## src/rtl/uart_tx_frame.sv

```systemverilog
// uart_tx_frame: UART transmit engine with configurable width,
// parity and stop bits; one bit per clk, gap-free back-to-back frames.
module uart_tx_frame #(
  parameter int DATA_WIDTH = 8
) (
  input  logic                  clk,
  input  logic                  rst,
  input  logic [DATA_WIDTH-1:0] p_data,
  input  logic                  data_valid,
  input  logic                  par_en,
  input  logic                  par_typ,
  input  logic                  stop2,
  output logic                  ready,
  output logic                  tx_out,
  output logic                  busy
);

  localparam int CW = (DATA_WIDTH > 1) ? $clog2(DATA_WIDTH) : 1;
  localparam logic [CW-1:0] LAST = CW'(DATA_WIDTH - 1);

  typedef enum logic [2:0] {
    IDLE   = 3'd0,
    START  = 3'd1,
    DATA   = 3'd2,
    PARITY = 3'd3,
    STOP   = 3'd4
  } state_t;

  state_t                state;
  logic [DATA_WIDTH-1:0] data_q;
  logic                  par_en_q;
  logic                  par_typ_q;
  logic                  stop2_q;
  logic [CW-1:0]         cnt;
  logic [CW-1:0]         cnt_nxt;
  logic                  stop_cnt;
  logic                  last_stop;
  logic                  accept;
  logic                  par_bit;

  assign last_stop = (state == STOP) && (stop_cnt == stop2_q);
  assign ready     = (state == IDLE) || last_stop;
  assign accept    = data_valid && ready;
  assign par_bit   = (^data_q) ^ par_typ_q;
  assign cnt_nxt   = cnt + 1'b1;

  // Capture word and frame format on every accepted handshake
  always_ff @(posedge clk or negedge rst) begin
    if (!rst) begin
      data_q    <= '0;
      par_en_q  <= 1'b0;
      par_typ_q <= 1'b0;
      stop2_q   <= 1'b0;
    end else if (accept) begin
      data_q    <= p_data;
      par_en_q  <= par_en;
      par_typ_q <= par_typ;
      stop2_q   <= stop2;
    end
  end

  // Frame sequencer; tx_out and busy are set one state ahead
  always_ff @(posedge clk or negedge rst) begin
    if (!rst) begin
      state    <= IDLE;
      cnt      <= '0;
      stop_cnt <= 1'b0;
      tx_out   <= 1'b1;
      busy     <= 1'b0;
    end else begin
      unique case (state)
        IDLE: begin
          if (accept) begin
            state  <= START;
            tx_out <= 1'b0;
            busy   <= 1'b1;
          end else begin
            tx_out <= 1'b1;
            busy   <= 1'b0;
          end
        end
        START: begin
          state  <= DATA;
          cnt    <= '0;
          tx_out <= data_q[0];
        end
        DATA: begin
          if (cnt == LAST) begin
            if (par_en_q) begin
              state  <= PARITY;
              tx_out <= par_bit;
            end else begin
              state    <= STOP;
              stop_cnt <= 1'b0;
              tx_out   <= 1'b1;
            end
          end else begin
            cnt    <= cnt_nxt;
            tx_out <= data_q[cnt_nxt];
          end
        end
        PARITY: begin
          state    <= STOP;
          stop_cnt <= 1'b0;
          tx_out   <= 1'b1;
        end
        STOP: begin
          if (last_stop) begin
            if (accept) begin
              state  <= START;
              tx_out <= 1'b0;
              busy   <= 1'b1;
            end else begin
              state  <= IDLE;
              tx_out <= 1'b1;
              busy   <= 1'b0;
            end
          end else begin
            stop_cnt <= 1'b1;
            tx_out   <= 1'b1;
          end
        end
        default: begin
          state  <= IDLE;
          tx_out <= 1'b1;
          busy   <= 1'b0;
        end
      endcase
    end
  end

endmodule

```

## config.mk

```make
export PLATFORM = sky130hd
export DESIGN_NAME = uart_tx_frame
export DESIGN_NICKNAME = d
export VERILOG_FILES = /design/src/rtl/uart_tx_frame.sv
export SDC_FILE = /design/constraint.sdc
export NUM_CORES = 1
export LEC_CHECK = 0
export BUFFER_PORTS_ARGS = -buffer_cell sky130_fd_sc_hd__buf_4
export CAP_MARGIN = 20
export CORE_MARGIN = 5
export CORE_UTILIZATION = 45
export DETAILED_ROUTE_END_ITERATION = 7
export PLACE_DENSITY = 0.65
export SLEW_MARGIN = 20
export SYNTH_ARGS = -nofsm -noshare
export SYNTH_HDL_FRONTEND = slang
export SYNTH_SLANG_ARGS = --single-unit
export TNS_END_PERCENT = 1
```

## constraint.sdc

```tcl
create_clock -name clk -period 2.6 [get_ports clk]
set_input_delay 0.13 -clock clk [delete_from_list [all_inputs] [get_ports clk]]
set_output_delay 0.13 -clock clk [all_outputs]
set_load 0.005 [all_outputs]
```

==> key figures <==
Floorplanning
  • I/O pin cnt: 17
  • Core area: 2477 sq um
  • Placement Rows: 18
  • Die extent in y: 60.72 um
  • Die X: 60.72 um
  • Die area: 3686 sq um
  • Initial Util: 46.72%

Power and ir drop
  • Reg power frac: 38.4%
  • Worst vdd ir: 0.0008101 V
  • Internal power: 1.059 mW
  • Leak: 0.5962 nW
  • Clock power share: 8.6%
  • Power per Cell Area: 1298 nW/um^2
  • Sw power: 674.1 uW
  • Combinational fraction of design power: 53.0%
  • Sw frac: 38.89%

Setup path
  • Critical path class: reg2reg
  • Worst setup EP type: register
  • Most used cell, CP: ha_1
  • CP max FO: 5
  • Worst setup SP type: register
  • Slowest cell on crit path: dfrtp_1
  • Required time of the worst setup path: 2.82 ns
  • Critical path arrival: 2.40 ns
  • Max incr delay on CP: 0.45 ns
  • Worst-path cell chain: ha_1 -> ha_1 -> mux2_2 -> mux4_2 -> o211ai_1 -> a211oi_1

Drt
  • DR WL/cell: 15.11 um
  • Detailed-route vias per instance: 5.587
  • Pre-antenna DRT Iters: 4
  • Initial DRC Count: 58
  • DRT Wirelength: 2161 um
  • Vias: 799
  • Antenna-violating nets left: 0
  • DR DRC count: 0

Synth
  • Adder-cell area share of the yosys netlist: 2.162%
  • #FFs+latches synth: 20
  • Post-Syn Area per Cell: 12.18 sq um
  • Synth Warn #: 0
  • Number of synthesized flops with an enable pin: 0
  • Dominant cells by area after synthesis: dfrtp_1 (41%), mux2_1 (9.7%), mux2_2 (5.8%)
  • Synthesized Nets: 111
  • Dominant synthesized flop cell: dfrtp_1
  • Mapped Area: 1157 sq um
  • Synth Area in XOR/XNOR: 7.135%
  • Synth Area in Simple Gates: 11.03%
  • Register area share after synthesis: 43.35%
  • Top-area cell type share of the netlist area: 41.08%
  • Post-synthesis mux area share: 18.38%
  • Main combinational cell family by area after synthesis: multiplexers
  • Async S/R FF share, synth: 100.0%
  • Leading area contributor after synthesis: dfrtp_1
  • Post-synthesis compound-gate area fraction: 15.24%
  • Synth cell types: 39
  • Cells after synthesis: 95

Final layout
  • Final #Nets: 130
  • Fillers: 236
  • Most common cell after layout, fill and taps aside: dfrtp_1
  • Diodes inserted: 0
  • Synth-to-Final Area Change: 15.35%
  • Commonest non-fill, non-tap cells in the layout: dfrtp_1 (19), buf_4 (17), mux2_1 (10)
  • Post-Route Utilization: 53.89%
  • Fraction of layout cells with a size suffix above 1: 30.97%
  • Fin area: 1335 sq um

Global route
  • Pin count of the biggest net entering global routing: 21
  • Vias in the first global route: 822
  • Met1 GRT Util: 17.42%
  • Met3 Usage GRT: 2.128%
  • Global Route Usage Sum: 13.83%
  • Initial antenna violation count: 0
  • Remaining Overflow, GRT: 0
  • First-pass GRT wire length: 3732 um
  • Global Route met2 Usage: 22.60%
  • Layer with the highest usage: met2

Placement
  • Placement-stage cell area: 1299 sq um
  • # port buffers: 16
  • HPWL Detailed: 1598 um
  • Routability cong.: 0.7518
  • Dpl ws: 0.4337 ns

Clock tree
  • CTS tree: built
  • Worst skew pair latency: 0.30 ns
  • Clock Sinks: 20
  • H-Tree Depth: 1
  • Post-CTS setup buffer count: 0
  • Clk pin slew, worst setup/hold paths: 0.11 ns
  • Cts bufs inserted: 3
  • Root Buffer Master: clkbuf_4
  • CTS resizes: 0
  • Max clock buf depth: 2

STA
  • RSZ-0062 raised after global routing: false
  • Hold WS: 0.03816 ns
  • Worst rel slew slack: 65.81%
  • Tmin final: 2.180 ns
  • Worst Skew: 0.004942 ns
  • Post-route setup slack: 0.4199 ns
  • Final Cycle Share: 83.85%
  • FMAX: 458.7 MHz
  • Slew Viols, Final: 0
  • Worst Tran Pin Value: 0.5129 ns
  • Final number of setup-violating endpoints: 0
  • Final Hold Fails: 0
  • Sum Neg Setup Slack: 0 ns

Run
  • Maxcap violations: 0

Outcome
  • Status: complete, no violations

Hold path
  • Worst Hold Class: in2reg
[final cells by class]
class / instances / area, sq um / share of cell area, %
Timing Repair Buffer: 18 / 137.6 / 10.31
Inverter: 2 / 7.507 / 0.5623
Clock buffer: 4 / 26.28 / 1.968
Sequential cell: 20 / 501.7 / 37.58
Tap cell: 30 / 37.54 / 2.812
Multi-Input combinational cell: 69 / 624.3 / 46.77
[path summary, 6_finish.rpt]
kind,start,endpoint,cells after the start,slack (ns)
min in group asynchronous,rst,stop_cnt,2,0.23
min reg2reg,data_q[3],data_q[3],1,0.55
max,cnt[0],tx_out,6,0.42
min,p_data[2],data_q[2],2,0.04
max in group asynchronous,rst,tx_out,2,2.09
max reg2reg,cnt[0],tx_out,6,0.42
[cell usage after synthesis, drive strengths merged, types with 4 or more instances]
cell type / instances
nor2: 5
nand2b: 4
dfrtp: 19
nand2: 4
xnor2: 4
a22o: 5
mux2: 16
[metrics by stage]
| stage | power [mW] | instances |
|---|---|---|
| floorplan | 1.385 | 95 |
| global placement | 1.563 | 138 |
| detailed placement | 1.588 | 138 |
| CTS | 1.755 | 143 |
| global route | 1.877 | 143 |
| finish | 1.733 | 143 |
[cell families after synthesis]
| group | after synthesis |
|---|---|
| AND/OR/NAND/NOR | 22 |
| AO/OA/AOI/OAI | 20 |
| flip-flops | 20 |
| multiplexers | 18 |
| XOR/XNOR | 7 |
| buffers and inverters | 6 |
| adder cells (fa/ha/maj) | 2 |
[worst max-delay path: cells and delay by family (launching register included)]
family | cells | cell delay (ns)
DFF | 1 | 0.45
AOI/OAI and AO/OA | 2 | 0.27
adders and majority gates | 2 | 0.59
muxes | 2 | 0.80
[power groups by stage]
stage	clock [mW]	combinational (mW)	sequential (mW)
detailed placement	0	0.917	0.672
finish	0.149	0.918	0.666
global placement	0	0.897	0.666
global route	0.169	1.01	0.697
CTS	0.158	0.931	0.667
floorplan	0	0.799	0.586
[layer usage]
layer  vias to the layer above  routed length (um)  part of all wire, %
met5                         -                   0                    0
met4                         0                  52                  2.4
met3                         4                  99                  4.6
met2                        18                1031                   48
met1                       388                 978                   45
li1                        389                   -                    -
[flip-flops by register name, summed over array words and instances (netlist names)]
name       flops
stop_cnt       1
par_typ_q      1
busy           1
cnt            3
state          3
stop2_q        1
par_en_q       1
tx_out         1
data_q         8
[what timing repair did]
item | in CTS | in global routing
endpoints found under the setup margin | 0 | 0
hold buffers | 1 | 0
hold endpoints to repair | 20 | 0
(Power assumes the default switching activity.)
